File: config.mk
export PLATFORM = sky130hd
export DESIGN_NAME = map_hyp_ctrl
export DESIGN_NICKNAME = d
export VERILOG_FILES = /design/src/rtl/map_hyp_ctrl_pkg.sv /design/src/rtl/map_hyp_ctrl_shadow_regs.sv /design/src/rtl/map_hyp_ctrl.sv
export SDC_FILE = /design/constraint.sdc
export NUM_CORES = 1
export LEC_CHECK = 0
export ABC_AREA = 1
export CAP_MARGIN = 5
export CORE_MARGIN = 2
export CORE_UTILIZATION = 56
export CTS_CLUSTER_SIZE = 30
export DETAILED_ROUTE_END_ITERATION = 12
export PLACE_DENSITY = 0.87
export SYNTH_ARGS = -nofsm -noshare
export SYNTH_HDL_FRONTEND = slang
export SYNTH_HIERARCHICAL = 1
export SYNTH_SLANG_ARGS = --single-unit
File: constraint.sdc
create_clock -name clk -period 5.4 [get_ports clk]
set_input_delay 1.08 -clock clk [delete_from_list [all_inputs] [get_ports clk]]
set_output_delay 1.08 -clock clk [all_outputs]
set_load 0.02 [all_outputs]
File: src/rtl/map_hyp_ctrl_pkg.sv
// Shared types for the 4510 mapper hypervisor trap controller:
// state encoding, mapper byte indices and restore strobe order.
package map_hyp_ctrl_pkg;

  typedef enum logic [3:0] {
    ST_IDLE  = 4'd0,
    ST_SAVE0 = 4'd1,
    ST_SAVE1 = 4'd2,
    ST_SAVE2 = 4'd3,
    ST_SAVE3 = 4'd4,
    ST_ENTER = 4'd5,
    ST_HYP   = 4'd6,
    ST_RST0  = 4'd7,
    ST_RST1  = 4'd8,
    ST_RST2  = 4'd9,
    ST_RST3  = 4'd10,
    ST_EXIT  = 4'd11
  } state_e;

  localparam logic [1:0] MAP_SEL_OFF0_LO = 2'd0;
  localparam logic [1:0] MAP_SEL_OFF0_HI = 2'd1;
  localparam logic [1:0] MAP_SEL_OFF1_LO = 2'd2;
  localparam logic [1:0] MAP_SEL_OFF1_HI = 2'd3;

  // Strobe vector is {a, x, y, z}; byte n drives the n-th from the left.
  function automatic logic [3:0] rst_strobe(input logic [1:0] n);
    return 4'b1000 >> n;
  endfunction

endpackage

File: src/rtl/map_hyp_ctrl_shadow_regs.sv
// 4x8 shadow file holding the mapper snapshot while the
// hypervisor runs; one write port, hyp and restore read ports.
module map_shadow_regs (
  input  logic       clk,
  input  logic       rst_n,
  input  logic       we_i,
  input  logic [1:0] waddr_i,
  input  logic [7:0] wdata_i,
  input  logic [1:0] raddr_i,
  output logic [7:0] rdata_o,
  input  logic [1:0] rsel_i,
  output logic [7:0] rsel_data_o
);

  logic [3:0][7:0] mem_q;

  always_ff @(posedge clk or negedge rst_n) begin
    if (!rst_n) begin
      mem_q <= '0;
    end else if (we_i) begin
      mem_q[waddr_i] <= wdata_i;
    end
  end

  assign rdata_o     = mem_q[raddr_i];
  assign rsel_data_o = mem_q[rsel_i];

endmodule

File: src/rtl/map_hyp_ctrl.sv
// Hypervisor trap controller: snapshots the mapper at trap entry,
// parks it during HYP, and replays the shadow bytes at exit.
module map_hyp_ctrl
  import map_hyp_ctrl_pkg::*;
#(
  parameter bit ENTRY_DISABLE = 1'b1,
  parameter bit EXIT_SYNC     = 1'b1
) (
  input  logic       clk,
  input  logic       reset_n,
  input  logic       ready,
  input  logic       sync,
  input  logic       map_busy,
  input  logic       trap_req,
  input  logic       exit_req,
  input  logic [7:0] map_reg,
  output logic [1:0] map_reg_sel,
  output logic       map_enable_ext,
  output logic       rst_load_a,
  output logic       rst_load_x,
  output logic       rst_load_y,
  output logic       rst_load_z,
  output logic [7:0] rst_data,
  output logic       hold,
  output logic       hyp_active,
  output logic       trap_ack,
  output logic       exit_ack,
  input  logic [1:0] shadow_sel,
  input  logic       shadow_we,
  input  logic [7:0] shadow_wdata,
  output logic [7:0] shadow_rdata
);

  state_e     state_q, state_d;
  logic       saving, restoring, parked;
  logic [1:0] idx;
  logic       trap_ok, exit_ok;
  logic       sh_we;
  logic [1:0] sh_waddr;
  logic [7:0] sh_wdata, sh_rst;

  assign trap_ok = trap_req && ready && sync && !map_busy;
  assign exit_ok = exit_req && (EXIT_SYNC ? (ready && sync) : 1'b1);

  always_ff @(posedge clk or negedge reset_n) begin
    if (!reset_n) state_q <= ST_IDLE;
    else          state_q <= state_d;
  end

  always_comb begin
    state_d = state_q;
    unique case (state_q)
      ST_IDLE:  if (trap_ok) state_d = ST_SAVE0;
      ST_SAVE0: state_d = ST_SAVE1;
      ST_SAVE1: state_d = ST_SAVE2;
      ST_SAVE2: state_d = ST_SAVE3;
      ST_SAVE3: state_d = ST_ENTER;
      ST_ENTER: state_d = ST_HYP;
      ST_HYP:   if (exit_ok) state_d = ST_RST0;
      ST_RST0:  state_d = ST_RST1;
      ST_RST1:  state_d = ST_RST2;
      ST_RST2:  state_d = ST_RST3;
      ST_RST3:  state_d = ST_EXIT;
      ST_EXIT:  state_d = ST_IDLE;
      default:  state_d = ST_IDLE;
    endcase
  end

  always_comb begin
    saving    = 1'b0;
    restoring = 1'b0;
    idx       = MAP_SEL_OFF0_LO;
    unique case (state_q)
      ST_SAVE0: begin saving = 1'b1;    idx = MAP_SEL_OFF0_LO; end
      ST_SAVE1: begin saving = 1'b1;    idx = MAP_SEL_OFF0_HI; end
      ST_SAVE2: begin saving = 1'b1;    idx = MAP_SEL_OFF1_LO; end
      ST_SAVE3: begin saving = 1'b1;    idx = MAP_SEL_OFF1_HI; end
      ST_RST0:  begin restoring = 1'b1; idx = MAP_SEL_OFF0_LO; end
      ST_RST1:  begin restoring = 1'b1; idx = MAP_SEL_OFF0_HI; end
      ST_RST2:  begin restoring = 1'b1; idx = MAP_SEL_OFF1_LO; end
      ST_RST3:  begin restoring = 1'b1; idx = MAP_SEL_OFF1_HI; end
      default:  ;
    endcase
  end

  // Mapper stays parked from ENTER until the last restore byte lands.
  assign parked = (state_q == ST_ENTER) || (state_q == ST_HYP) || restoring;

  assign map_reg_sel    = saving ? idx : 2'd0;
  assign hold           = saving || restoring;
  assign hyp_active     = (state_q == ST_ENTER) || (state_q == ST_HYP);
  assign trap_ack       = (state_q == ST_ENTER);
  assign exit_ack       = (state_q == ST_EXIT);
  assign map_enable_ext = parked ? !ENTRY_DISABLE : 1'b1;

  assign {rst_load_a, rst_load_x, rst_load_y, rst_load_z} =
    restoring ? rst_strobe(idx) : 4'b0000;
  assign rst_data = restoring ? sh_rst : 8'h00;

  // SAVE capture owns the write port; hyp writes land only in HYP.
  assign sh_we    = saving || ((state_q == ST_HYP) && shadow_we);
  assign sh_waddr = saving ? idx : shadow_sel;
  assign sh_wdata = saving ? map_reg : shadow_wdata;

  map_shadow_regs u_shadow (
    .clk         (clk),
    .rst_n       (reset_n),
    .we_i        (sh_we),
    .waddr_i     (sh_waddr),
    .wdata_i     (sh_wdata),
    .raddr_i     (shadow_sel),
    .rdata_o     (shadow_rdata),
    .rsel_i      (idx),
    .rsel_data_o (sh_rst)
  );

endmodule

==> results.cfg <==
[outcome]
status = finished, final reports clean

[drt]
drt-initial-drc-count = 179
first_pass_iters = 5
viasPerCell = 5.41
via_count = 2712
wirelength_um = 6740
drc = 0
drtAntennaViolNets = 0
post_drt_wl_per_cell_um = 13.5

[clocking]
numClockSinks = 36
clkTransAtPathRegs_ns = 0.07
h-tree-depth = 2
cts_root_buf = clkbuf_8
post_cts_buffers = 0
cts_tree = built
cts_hold_buf = 0
cts_buffers = 5
post_cts_resized = 0
clockBufferDepth = 2
clk_latency_ns = 0.28

[power]
peakVddDrop_mv = 0.582
power.internal_uw = 983
p_sw_mw = 1.21
seqPwrFrac_pct = 22.3
power.density_nw_per_um2 = 693
combinationalPowerShare_pct = 69.7
p_clk_share_pct = 8.0
p_leak_nw = 1.75
swShare_pct = 55.1

[synth]
synth_warnings = 6
synthSimpleGateAreaFrac_pct = 47.4
ys_ff_latch = 36
synth_xor_area_share_pct = 0
synth_top_family_by_area = simple AND/OR/NAND/NOR gates
avgSynthCellArea_um2 = 6.45
synthMuxAreaShare_pct = 0
ys_seq_area_share_pct = 34.8
synth_compound_area_share_pct = 3.48
syn_nets = 427
synthAdderAreaFrac_pct = 0
synth_cell_types = 20
syn_inst = 401
synthesis.area_um2 = 2590

[worst_setup_path]
end_kind = output port
r2r-start = state_q[1]$_DFFE_PN0P_
crit_path_end = shadow_rdata[4]
rrSetupSlack_ns = 2.75
start_kind = input port
crit_required_ns = 4.32
arrival_ns = 2.89
critical_path_class = in2out
regToRegEndpoint = u_shadow/mem_q[31]$_DFFE_PN0P_
r2r_cells = 8
crit_start = shadow_sel[1]
critPathMaxFanout = 10

[sta]
worst_pin_slew_ns = 1.16
clock_skew_ns = 0.00262
clock.fmax_mhz = 252
rsz0062_at_grt = no
timing.final.ws_setup_ns = 1.43
post-route-min-period_ns = 3.97
maxSlewViolCount = 0
slew_headroom_pct = 22.6
timing.hold.ws_ns = 0.474
finalCritPeriodShare_pct = 73.5
final-setup-viol-count = 0
setup_tns_ns = 0
hold_viol = 0

[global_route]
grt_max_degree = 37
overflow = 0
antenna_found_initial = 0
grt_pass1_wl_um = 11400
grt_pass1_vias = 2534
grtUsageTotal_pct = 27.7

[cells_and_area]
syn2layout_area_growth_pct = 22.1
final_common_cell = nand2_1
final_cell_mix = 175 x nand2_1, 59 x inv_1, 52 x clkdlybuf4s50_1
diodes = 0
finish.net_count = 475
utilization_pct = 71.6
drive_above_1_share_pct = 9.35

[placement]
portBuffers = 52
gp_congestion = 0.876
dp_hpwl_um = 4820
pre_cts_slack_ns = 1.47

[floorplanning]
die_y_um = 72.0
start_util_pct = 58.6
dieWidth_um = 72.0
fp-row-count = 24
core_um2 = 4410
die_area_um2 = 5180
io_pins = 53

[worst_hold_path]
hold_class = reg2reg
worstHoldStart = u_shadow/mem_q[0]$_DFFE_PN0P_

[job]
cap_viol_max_count = 0
## power by group through the flow
stage | combinational, mW | clock, mW | sequential, mW
2_1_floorplan | 1.17 | 0 | 0.465
3_5_place_dp | 1.49 | 0 | 0.488
5_1_grt | 1.69 | 0.190 | 0.502
4_1_cts | 1.51 | 0.177 | 0.484
3_3_place_gp | 1.46 | 0 | 0.484
6_report | 1.53 | 0.176 | 0.488
## metal layers
layer	vias to the layer above	GRT usage, %	wire, um
met2	182	45.0	3200
met4	0	14.0	134
met5	-	0	0
li1	1321	-	-
met3	18	3.75	678
met1	1191	36.6	2730
## sequential cells by signal, indices dropped and copies added, names as in the netlist
register and flops:
u_shadow/mem_q 32, state_q 4
## worst min-delay path by stage
| stage | to | slack, ns | cells past startpoint |
|---|---|---|---|
| finish | u_shadow/mem_q[0]$_DFFE_PN0P_ | 0.47 | 2 |
| global placement | u_shadow/mem_q[17]$_DFFE_PN0P_ | 0.46 | 2 |
| detailed placement | u_shadow/mem_q[18]$_DFFE_PN0P_ | 0.46 | 2 |
| floorplan | u_shadow/mem_q[0]$_DFFE_PN0P_ | 0.44 | 2 |
| CTS | u_shadow/mem_q[0]$_DFFE_PN0P_ | 0.48 | 2 |
| global route | u_shadow/mem_q[20]$_DFFE_PN0P_ | 0.50 | 2 |
## synthesized netlist by cell type (all sizes together)
cell type | number | area (um2)
a21oi | 1 | 5.00
buf | 15 | 121
dfrtp | 36 | 901
inv | 66 | 248
nand2 | 183 | 717
nand3 | 48 | 283
nand4 | 17 | 106
nor2 | 24 | 121
o21ai | 11 | 85.1
## worst max-delay path, stage by stage
cell	delay, ns
clkdlybuf4s50_1	0.65
inv_1	0.36
nand3_1	0.13
nand2_1	0.07
clkdlybuf4s50_1	0.59
## stage by stage
step	cell area, um2	total power, mW	cells
2_1_floorplan	2590	1.64	401
6_report	3160	2.19	501
5_1_grt	3160	2.38	501
3_3_place_gp	3080	1.95	494
4_1_cts	3160	2.17	501
3_5_place_dp	3080	1.98	494
## cell families (layout without fill, tap and decap cells)
kind of cell | Yosys count | count (layout)
flip-flops | 36 | 36
AND/OR/NAND/NOR | 272 | 272
buffers and inverters | 81 | 129
AO/OA/AOI/OAI | 12 | 12
## final cells by class
| class | instances | area [um2] |
|---|---|---|
| Tap cell | 52 | 65.1 |
| Timing Repair Buffer | 56 | 551 |
| Inverter | 66 | 248 |
| Sequential cell | 36 | 901 |
| Clock inverter | 1 | 5.00 |
| Multi-Input combinational cell | 284 | 1320 |
| Clock buffer | 6 | 72.6 |
| Fill cell | 367 | 1250 |
Power figures use the tool's default switching activity.
